$ cat src/rtl/mod_add_sub_seq.sv
`default_nettype none
// ============================================================================
//  Module   : mod_add_sub_seq
//  Purpose  : Limb-serial modular add/subtract sequencer.
//             Computes R = (A + B) mod P or R = (A - B) mod P over LIMBS
//             words of W bits, using two W-bit adders in a carry chain:
//                chain 1 : S = A +/- B
//                chain 2 : T = S -/+ P
//             S limbs go to result bank 0 and T limbs to bank 1. At the end,
//             res_sel_o indicates which bank holds the reduced result.
//  Ports    : clk, reset_n         clock / async active-low reset
//             start_i, sub_i       request and operation select (IDLE only)
//             busy_o, done_o       status; done_o is a one-cycle pulse
//             rd_en_o, rd_addr_o   operand memory read port (latency 1)
//             a/b/p_limb_i         operand limbs returned by the memories
//             wr_en_o, wr_addr_o   result write port, both banks
//             s_limb_o, t_limb_o   bank 0 / bank 1 write data
//             res_sel_o            0 = bank 0 (S) holds R, 1 = bank 1 (T)
//  Revision : 1.0  initial release
// ============================================================================
module mod_add_sub_seq #(
   parameter int W     = 32,
   parameter int LIMBS = 12,
   parameter int AW    = 4
) (
   input  logic          clk,
   input  logic          reset_n,
   input  logic          start_i,
   input  logic          sub_i,
   output logic          busy_o,
   output logic          done_o,
   output logic          rd_en_o,
   output logic [AW-1:0] rd_addr_o,
   input  logic [W-1:0]  a_limb_i,
   input  logic [W-1:0]  b_limb_i,
   input  logic [W-1:0]  p_limb_i,
   output logic          wr_en_o,
   output logic [AW-1:0] wr_addr_o,
   output logic [W-1:0]  s_limb_o,
   output logic [W-1:0]  t_limb_o,
   output logic          res_sel_o
);

   localparam logic [1:0] c_ST_IDLE  = 2'd0;
   localparam logic [1:0] c_ST_ISSUE = 2'd1;
   localparam logic [1:0] c_ST_DRAIN = 2'd2;
   localparam logic [1:0] c_ST_DONE  = 2'd3;

   localparam logic [AW-1:0] c_LAST_ADDR = AW'(LIMBS - 1);

   logic [1:0]    state_q, state_d;
   logic          op_q, op_d;
   logic          c1_q, c1_d;
   logic          c2_q, c2_d;
   logic          rd_en_q, rd_en_d;
   logic [AW-1:0] rd_addr_q, rd_addr_d;
   // Read issue delayed by the memory latency: marks cycles carrying limb data
   logic          vld_q;
   logic [AW-1:0] vaddr_q;
   logic          wr_en_q, wr_en_d;
   logic [AW-1:0] wr_addr_q, wr_addr_d;
   logic [W-1:0]  s_q, s_d;
   logic [W-1:0]  t_q, t_d;
   logic          res_sel_q, res_sel_d;

   // Two's-complement operand conditioning: subtraction uses ~x with the
   // chain's initial carry set to 1 (c1 = op for A-B, c2 = ~op for S-P).
   logic [W-1:0] w_b_op;
   logic [W-1:0] w_p_op;
   logic [W-1:0] w_s;
   logic [W-1:0] w_t;
   logic         w_co1;
   logic         w_co2;

   assign w_b_op = op_q ? ~b_limb_i : b_limb_i;
   assign w_p_op = op_q ? p_limb_i  : ~p_limb_i;

   assign {w_co1, w_s} = {1'b0, a_limb_i} + {1'b0, w_b_op} + {{W{1'b0}}, c1_q};
   assign {w_co2, w_t} = {1'b0, w_s}      + {1'b0, w_p_op} + {{W{1'b0}}, c2_q};

   always_comb begin
      state_d   = state_q;
      op_d      = op_q;
      c1_d      = c1_q;
      c2_d      = c2_q;
      rd_en_d   = rd_en_q;
      rd_addr_d = rd_addr_q;
      wr_en_d   = 1'b0;
      wr_addr_d = wr_addr_q;
      s_d       = s_q;
      t_d       = t_q;
      res_sel_d = res_sel_q;

      case (state_q)
         c_ST_IDLE: begin
            if (start_i) begin
               op_d      = sub_i;
               c1_d      = sub_i;
               c2_d      = ~sub_i;
               rd_en_d   = 1'b1;
               rd_addr_d = '0;
               state_d   = c_ST_ISSUE;
            end
         end
         c_ST_ISSUE: begin
            if (rd_addr_q == c_LAST_ADDR) begin
               rd_en_d   = 1'b0;
               rd_addr_d = '0;
               state_d   = c_ST_DRAIN;
            end else begin
               rd_addr_d = rd_addr_q + 1'b1;
            end
         end
         c_ST_DRAIN: begin
            // Carries are final once the last limb write is on the outputs.
            // Add: overflow or no borrow from S-P means S >= P, so use T.
            // Sub: a borrow out of A-B (c1 = 0) means R = S + P = T.
            if (wr_en_q && (wr_addr_q == c_LAST_ADDR)) begin
               res_sel_d = op_q ? ~c1_q : (c1_q | c2_q);
               state_d   = c_ST_DONE;
            end
         end
         default: begin
            c1_d    = 1'b0;
            c2_d    = 1'b0;
            state_d = c_ST_IDLE;
         end
      endcase

      // Limb compute overlaps the tail of ISSUE and the first DRAIN cycle
      if (vld_q) begin
         wr_en_d   = 1'b1;
         wr_addr_d = vaddr_q;
         s_d       = w_s;
         t_d       = w_t;
         c1_d      = w_co1;
         c2_d      = w_co2;
      end
   end

   always_ff @(posedge clk or negedge reset_n) begin
      if (!reset_n) begin
         state_q   <= c_ST_IDLE;
         op_q      <= 1'b0;
         c1_q      <= 1'b0;
         c2_q      <= 1'b0;
         rd_en_q   <= 1'b0;
         rd_addr_q <= '0;
         vld_q     <= 1'b0;
         vaddr_q   <= '0;
         wr_en_q   <= 1'b0;
         wr_addr_q <= '0;
         s_q       <= '0;
         t_q       <= '0;
         res_sel_q <= 1'b0;
      end else begin
         state_q   <= state_d;
         op_q      <= op_d;
         c1_q      <= c1_d;
         c2_q      <= c2_d;
         rd_en_q   <= rd_en_d;
         rd_addr_q <= rd_addr_d;
         vld_q     <= rd_en_q;
         vaddr_q   <= rd_addr_q;
         wr_en_q   <= wr_en_d;
         wr_addr_q <= wr_addr_d;
         s_q       <= s_d;
         t_q       <= t_d;
         res_sel_q <= res_sel_d;
      end
   end

   assign busy_o    = (state_q == c_ST_ISSUE) || (state_q == c_ST_DRAIN);
   assign done_o    = (state_q == c_ST_DONE);
   assign rd_en_o   = rd_en_q;
   assign rd_addr_o = rd_addr_q;
   assign wr_en_o   = wr_en_q;
   assign wr_addr_o = wr_addr_q;
   assign s_limb_o  = s_q;
   assign t_limb_o  = t_q;
   assign res_sel_o = res_sel_q;

endmodule
`default_nettype wire

$ cat config.mk
export PLATFORM = sky130hd
export DESIGN_NAME = mod_add_sub_seq
export DESIGN_NICKNAME = d
export VERILOG_FILES = /design/src/rtl/mod_add_sub_seq.sv
export SDC_FILE = /design/constraint.sdc
export NUM_CORES = 1
export LEC_CHECK = 0
export BUFFER_PORTS_ARGS = -buffer_cell sky130_fd_sc_hd__buf_2
export CORE_UTILIZATION = 57
export CTS_BUF_LIST = sky130_fd_sc_hd__clkbuf_8
export DETAILED_ROUTE_END_ITERATION = 8
export PLACE_DENSITY = 0.83
export RECOVER_POWER = 25
export SLEW_MARGIN = 25
export SYNTH_ARGS = -nofsm -noshare
export SYNTH_HDL_FRONTEND = slang
export SYNTH_SLANG_ARGS = --single-unit
$ cat constraint.sdc
create_clock -name clk -period 7.39 [get_ports clk]
set_clock_uncertainty 0.2 [all_clocks]
set_input_delay 0 -clock clk [delete_from_list [all_inputs] [get_ports clk]]
set_output_delay 0 -clock clk [all_outputs]
set_load 0.02 [all_outputs]
==> flow_metrics.tcl, run 1 <==
set metrics [dict create \
    synth_area_per_cell_um2 8.88 \
    syn_to_final_growth_pct 13.7 \
    power.density_cell_area_nw_per_um2 172 \
    syn_area_um2 7980 \
    ys.flop_type "dfrtp_1" \
    met2_usage_pct 51.5 \
    utilization_pct 67.4 \
    path_cells "xor2_1, ha_1, nor2b_1, o31ai_1, a21oi_1, o21ai_0, a21boi_0, or4_1, nand3_1, ha_1, nand4_1, nor3_2, a221oi_2, nand2_1, a311oi_1, o2111ai_1, o311a_1" \
    worst-path-buf-inv 0 \
    ir_drop_v 0.000107 \
    drt-total-wl_um 21800 \
    min_period_ns 5.35 \
    drt-initial-drc-count 582 \
    vias 7390 \
    gr-total-overflow 0 \
    start_kind "flop" \
    synth_top_area_share_pct 26.7 \
    setup_viol 0 \
    antenna_cells 0 \
    placed_area_um2 8830 \
    clock_latency_ns 0.38 \
    cts_tree "done" \
    clk_path_buf_depth 2 \
    core_um2 13500 \
    final_area_um2 9070 \
    path_delay_family "compound AO/OA/AOI/OAI gates" \
    met3_usage_pct 4.48 \
    hp-class "input port to flop" \
    synth_compound_area_share_pct 22.0 \
    drv_slew 41 \
    grt_pass1_wl_um 35500 \
    ant_nets 0 \
    cellLeakagePower_nw 4.34 \
    via_per_inst 6.00 \
    cpMostUsedCell "ha_1" \
    rows 42 \
    syn-instance-count 899 \
    cp.arrival_ns 5.41 \
    grt_busiest_layer "met2" \
    drive_above_1_share_pct 21.3 \
    place.port_buffers 176 \
    htreeDepth 3 \
    rsz0062_at_grt "no" \
    synth-simple-area-share_pct 15.7 \
    post-route-drc-count 0 \
    ios 177 \
    crit_path_max_incr_delay_ns 0.70 \
    die_h_um 120 \
    synth_seq_cells 85 \
    slew_headroom_pct -57.8 \
    antenna_found_initial 0 \
    globalplace.congestion 0.928 \
    grt_max_degree 79 \
    root_buffer "clkbuf_8" \
    max_clock_freq_ghz 0.187 \
    yosysSeqAreaShare_pct 26.7 \
    place_hpwl_um 16800 \
    synth_top_family_by_area "compound AO/OA/AOI/OAI gates" \
    hold_viol 0 \
    die_width_um 120 \
    async_flop_share_pct 100 \
    dp.cells 1206 \
    synth_xor_xnor_area_share_pct 12.3 \
    layout.nets 1222 \
    synth_cell_type_count 79 \
    violations "capacitance limit, slew limit" \
    worst_pin_slew_ns 2.37 \
    synthMuxAreaShare_pct 6.90 \
    stdcell_count 1232 \
    dr.pass1.iters 6 \
    syn_nets 1070 \
    netlist.top_cell.by_area "dfrtp_1" \
    finalCritPeriodShare_pct 72.4 \
    grtUsageTotal_pct 31.2 \
    status "complete, but fails checks" \
    crit_fanout 25 \
    numClockSinks 85 \
    start_util_pct 59.3 \
    synth-edff-count 0 \
    die_area_um2 14500 \
    required_ns 7.45 \
    critPathSlowestCell "dfrtp_4" \
    postCtsSetupBuffers 0 \
    worstSetupPathType "flop to flop" \
    cp-end-kind "flop" \
    grt_pass1_vias 7016 \
    ys_warn_count 0 \
    cap_violations 1 \
    cts_buffers 9 \
    synth-adder-area-share_pct 11.5 \
    met1_usage_pct 41.8 \
    clkSlewWorstSetupHoldPaths_ns 0.10 \
    tns_ns 0 \
    routedWlPerCell_um 17.7 \
    ys_top_cells_by_area "dfrtp_1 (27%), ha_1 (11%), xnor2_1 (6.7%)" \
]
==> where the power goes <==
part / switching [mW] / internal [mW] / total [mW]
sequential: 0.00593 / 0.473 / 0.479
clock: 0.199 / 0.165 / 0.364
combinational: 0.436 / 0.282 / 0.719
==> layout by cell type, fill, tap and decap left out, types with 7 or more instances in the layout <==
master	count
ha_1	67
a21o_1	30
mux2_2	44
nand2_1	65
buf_2	128
o21ai_0	38
nor2b_1	13
xnor2_1	61
xor2_1	49
dlygate4sd3_1	9
a21oi_1	79
clkbuf_8	9
nand4_1	24
nor3_1	11
o31ai_1	7
a211o_1	8
and2_1	7
inv_1	28
clkbuf_1	49
o21bai_1	10
nor2_1	59
dfrtp_1	84
o21a_1	10
nand3_1	25
==> layout make-up <==
cell class              count  area, µm²
clock buffers               9        124
clock inverters             7       88.8
fillers                  1188       4380
inverters                  29        109
multi-input cells         736       5460
flip-flops and latches     85       2130
well taps                 176        220
repair buffers            190        945
==> cells in the mapped netlist (5+ instances only) <==
cell and instances:
a22oi_1 5, nor3_1 11, xnor2_1 61, o21bai_1 10, buf_2 7, nand2b_1 6
a211o_1 8, buf_4 6, nand2_1 65, o21a_1 10, o211ai_1 6, nand3_1 25
inv_1 28, nand4_1 24, mux2_2 44, and2_1 7, and3_1 6, a21boi_0 5
clkbuf_1 27, o21ai_0 38, a21o_1 30, nor2b_1 13, a21oi_1 79, dfrtp_1 85
o31ai_1 7, or4_1 6, a31o_2 6, ha_1 67, xor2_1 49, nor2_1 59
a211oi_1 5, or3_1 6
==> cells by family (layout without fill, tap and decap cells) <==
family / Yosys count / count (layout)
DFF: 85 / 85
xor gates and xnor gates: 111 / 111
muxes: 49 / 49
and+or+nand+nor: 248 / 248
buffers and inverters: 78 / 235
adders and majority gates: 71 / 71
AOI/OAI and AO/OA: 257 / 257
==> stage by stage <==
stage	setup slack [ns]	hold slack, ns	total power [mW]
6_report	2.04	0.0279	1.56
5_1_grt	1.72	0.0552	1.66
4_1_cts	2.13	0.0108	1.57
3_5_place_dp	2.17	-0.156	1.19
3_3_place_gp	2.28	-0.167	1.19
2_1_floorplan	1.98	-0.496	1.02
==> worst paths after layout <==
check | slack, ns | start | depth (start not counted) | to
max in group asynchronous | 4.13 | reset_n | 4 | s_limb_o[23]
min in group asynchronous | 0.81 | reset_n | 4 | res_sel_o
min reg2reg | 0.24 | rd_addr_o[3] | 0 | vaddr_q[3]
max reg2reg | 2.04 | op_q | 17 | c2_q
min | 0.03 | p_limb_i[1] | 4 | t_limb_o[1]
max | 2.04 | op_q | 17 | c2_q
==> flip-flops by register name, indices dropped and copies added, names as in the netlist <==
name       flops
rd_addr_o      4
vaddr_q        4
rd_en_o        1
state_q        2
op_q           1
vld_q          1
c2_q           1
wr_en_o        1
c1_q           1
s_limb_o      32
t_limb_o      32
wr_addr_o      4
res_sel_o      1
==> what timing repair did <==
item	in CTS	in global routing
resized for setup	0	0
setup endpoints to repair	0	0
hold buffers	10	0
hold endpoints to repair	50	0
==> worst reg2reg max path: stages, from the launching register on <==
cell and delay, ns:
dfrtp_4 0.70, xor2_1 0.27, ha_1 0.26, nor2b_1 0.15
o31ai_1 0.50, a21oi_1 0.13, o21ai_0 0.21, a21boi_0 0.21
or4_1 0.43, nand3_1 0.15, ha_1 0.32, nand4_1 0.23
nor3_2 0.08, a221oi_2 0.37, nand2_1 0.17, a311oi_1 0.52
o2111ai_1 0.17, o311a_1 0.17
==> routing by layer <==
layer / vias up / share of wire, %
li1: 3577 / -
met3: 31 / 6.1
met5: - / 0
met4: 0 / 2.6
met2: 303 / 47
met1: 3479 / 45
No activity file was read; power rests on OpenSTA's default activity.
==> inputs of run 2 (changes only) <==
--- a/config.mk
+++ b/config.mk
@@ -6,10 +6,10 @@
 export NUM_CORES = 1
 export LEC_CHECK = 0
 export BUFFER_PORTS_ARGS = -buffer_cell sky130_fd_sc_hd__buf_2
-export CORE_UTILIZATION = 57
+export CORE_UTILIZATION = 52
 export CTS_BUF_LIST = sky130_fd_sc_hd__clkbuf_8
 export DETAILED_ROUTE_END_ITERATION = 8
-export PLACE_DENSITY = 0.83
+export PLACE_DENSITY = 0.8
 export RECOVER_POWER = 25
 export SLEW_MARGIN = 25
 export SYNTH_ARGS = -nofsm -noshare
==> constraint.sdc (replaced) <==
create_clock -name clk -period 4.5 [get_ports clk]
set_clock_uncertainty 0.2 [all_clocks]
set_input_delay 0 -clock clk [delete_from_list [all_inputs] [get_ports clk]]
set_output_delay 0 -clock clk [all_outputs]
set_load 0.02 [all_outputs]
==> flow_metrics.tcl, run 2 (synthesis gave the netlist of run 1 again) <==
set metrics [dict create \
    tns_ns -1.62 \
    status "complete, but fails checks" \
    htreeDepth 3 \
    layout_common_cells "buf_4 (181), buf_2 (156), dfrtp_1 (83)" \
    setup_viol 11 \
    utilization_pct 76.7 \
    drt-initial-drc-count 771 \
    antenna_found_initial 1 \
    grt_max_degree 53 \
    rows 44 \
    cpMostUsedCell "xnor2_1" \
    crit_path_max_incr_delay_ns 0.58 \
    numClockSinks 85 \
    cp.arrival_ns 4.84 \
    vias 8577 \
    worst-path-stages 20 \
    worstSetupPathType "flop to flop" \
    die_area_um2 15800 \
    clock_power_share_pct 18.1 \
    path_delay_family "simple AND/OR/NAND/NOR gates" \
    r2r_cells 20 \
    swShare_pct 40.5 \
    regToRegEndpoint "t_limb_o[30]" \
    required_ns 4.57 \
    clk_path_buf_depth 2 \
    ff2ff_setup_slack_ns -0.28 \
    max_clock_freq_ghz 0.209 \
    cellLeakagePower_nw 5.46 \
    power_frac_comb_pct 58.0 \
    holdWs_ns 0.00733 \
    ir_drop_v 0.000231 \
    cp-end-kind "flop" \
    worst-path-buf-inv 4 \
    place.port_buffers 176 \
    critPathSlowestCell "dfrtp_4" \
    syn_to_final_growth_pct 41.7 \
    clkSlewWorstSetupHoldPaths_ns 0.10 \
    path_cells "buf_12, buf_6, buf_4, xor2_1, ha_2, nand4_1, nor2_1, nand2_1, nor3_1, nor3b_2, or2_2, xnor2_1, ha_1, inv_1, o21bai_1, a21oi_2, nand4b_1, o21ai_1, xnor2_1, mux2_2" \
    crit_path_end "t_limb_o[30]" \
    start_util_pct 54.1 \
    worstReg2RegStart "op_q" \
    start_kind "flop" \
    gr-total-overflow 0 \
    power.density_cell_area_nw_per_um2 291 \
    via_per_inst 6.01 \
    cts_tree "done" \
    p_int_mw 1.96 \
    setup_slack_ns -0.277 \
    grtUsageTotal_pct 31.1 \
    grt_pass1_vias 8006 \
    routedWlPerCell_um 19.0 \
    nFillCells 937 \
    hold_viol 0 \
    cts_buffers 9 \
    drt-total-wl_um 27000 \
    die_width_um 126 \
    clock_latency_ns 0.38 \
    finalCritPeriodShare_pct 106 \
    ios 177 \
    violations "capacitance limit, slew limit, setup timing" \
    rsz0062_at_grt "yes" \
    drv_slew 34 \
    place_hpwl_um 18900 \
    met2_usage_pct 52.7 \
    grt_pass1_wl_um 39300 \
    post-route-drc-count 0 \
    worst_pin_slew_ns 1.82 \
    drive_above_1_share_pct 44.2 \
    seqPwrFrac_pct 23.9 \
    root_buffer "clkbuf_8" \
    layout.nets 1407 \
    final_common_cell "buf_4" \
    cap_violations 1 \
    met1_usage_pct 39.5 \
    ant_nets 0 \
    stdcell_count 1426 \
    dp.cells 1368 \
    p_switching_mw 1.33 \
    crit_fanout 9 \
    die_h_um 126 \
    hp-class "input port to flop" \
    min_period_ns 4.78 \
    met3_usage_pct 4.38 \
    crit_path_start "op_q" \
    globalplace.congestion 0.948 \
    dr.pass1.iters 5 \
    slew_headroom_pct -21.6 \
    core_um2 14800 \
    grt_busiest_layer "met2" \
]
[run 2: cell type report]
class                      instances  area, µm²  share of cell area [%]
antenna                            1       2.50                  0.0221
multi-input combinational        736       6200                    54.8
sequential                        85       2130                    18.9
clock inverter                     7       86.3                   0.763
tap                              184        230                    2.04
inverter                          29        109                   0.962
timing repair buffer             375       2420                    21.4
clock buffer                       9        124                    1.10
[run 2: per-layer routing]
layer | vias up | part of all wire (%)
met2 | 474 | 49
met1 | 4069 | 40
met4 | 0 | 4.4
met5 | - | 0
li1 | 3940 | -
met3 | 94 | 7.0
[run 2: worst register-to-register path, stage by stage (launching register included)]
cell and delay [ns]:
dfrtp_4 0.58, buf_12 0.17, buf_6 0.14, buf_4 0.17
xor2_1 0.16, ha_2 0.43, nand4_1 0.18, nor2_1 0.24
nand2_1 0.09, nor3_1 0.31, nor3b_2 0.13, or2_2 0.33
xnor2_1 0.23, ha_1 0.32, inv_1 0.10, o21bai_1 0.10
a21oi_2 0.17, nand4b_1 0.14, o21ai_1 0.17, xnor2_1 0.07
mux2_2 0.25
[run 2: how the worst min path moves through the flow]
stage | slack [ns] | from | cells after the start | end
6_report | 0.007 | a_limb_i[0] | 4 | s_limb_o[0]
5_1_grt | 0.03 | b_limb_i[0] | 4 | s_limb_o[0]
4_1_cts | 0.01 | a_limb_i[0] | 4 | s_limb_o[0]
3_5_place_dp | -0.22 | reset_n | 1 | s_limb_o[2]
3_3_place_gp | -0.23 | reset_n | 1 | s_limb_o[2]
2_1_floorplan | -0.50 | reset_n | 0 | c1_q
[run 2: through the flow]
stage | setup slack, ns | area (µm²) | power (mW)
CTS | -0.0842 | 10800 | 3.01
finish | -0.277 | 11300 | 3.29
floorplan | -0.138 | 8050 | 1.70
global route | -0.416 | 11300 | 3.46
detailed placement | -0.151 | 10000 | 2.28
global placement | -0.0773 | 10000 | 2.25
[run 2: power by group through the flow]
stage                     registers [mW]  logic [mW]  clock network [mW]
final                              0.786        1.91               0.596
after global routing               0.787        2.03               0.634
after CTS                          0.786        1.63               0.593
after detailed placement           0.800        1.48                   0
after global placement             0.800        1.45                   0
after floorplan                    0.812       0.884                   0
[run 2: timing repair]
| item | in CTS | in global routing |
|---|---|---|
| resized for setup | 49 | 98 |
| pin swaps | 27 | 32 |
| endpoints found under the setup margin | 12 | 21 |
| gates cloned | 0 | 1 |
| setup buffers | 20 | 13 |
| hold buffers | 8 | 0 |
| hold endpoints to repair | 67 | 0 |
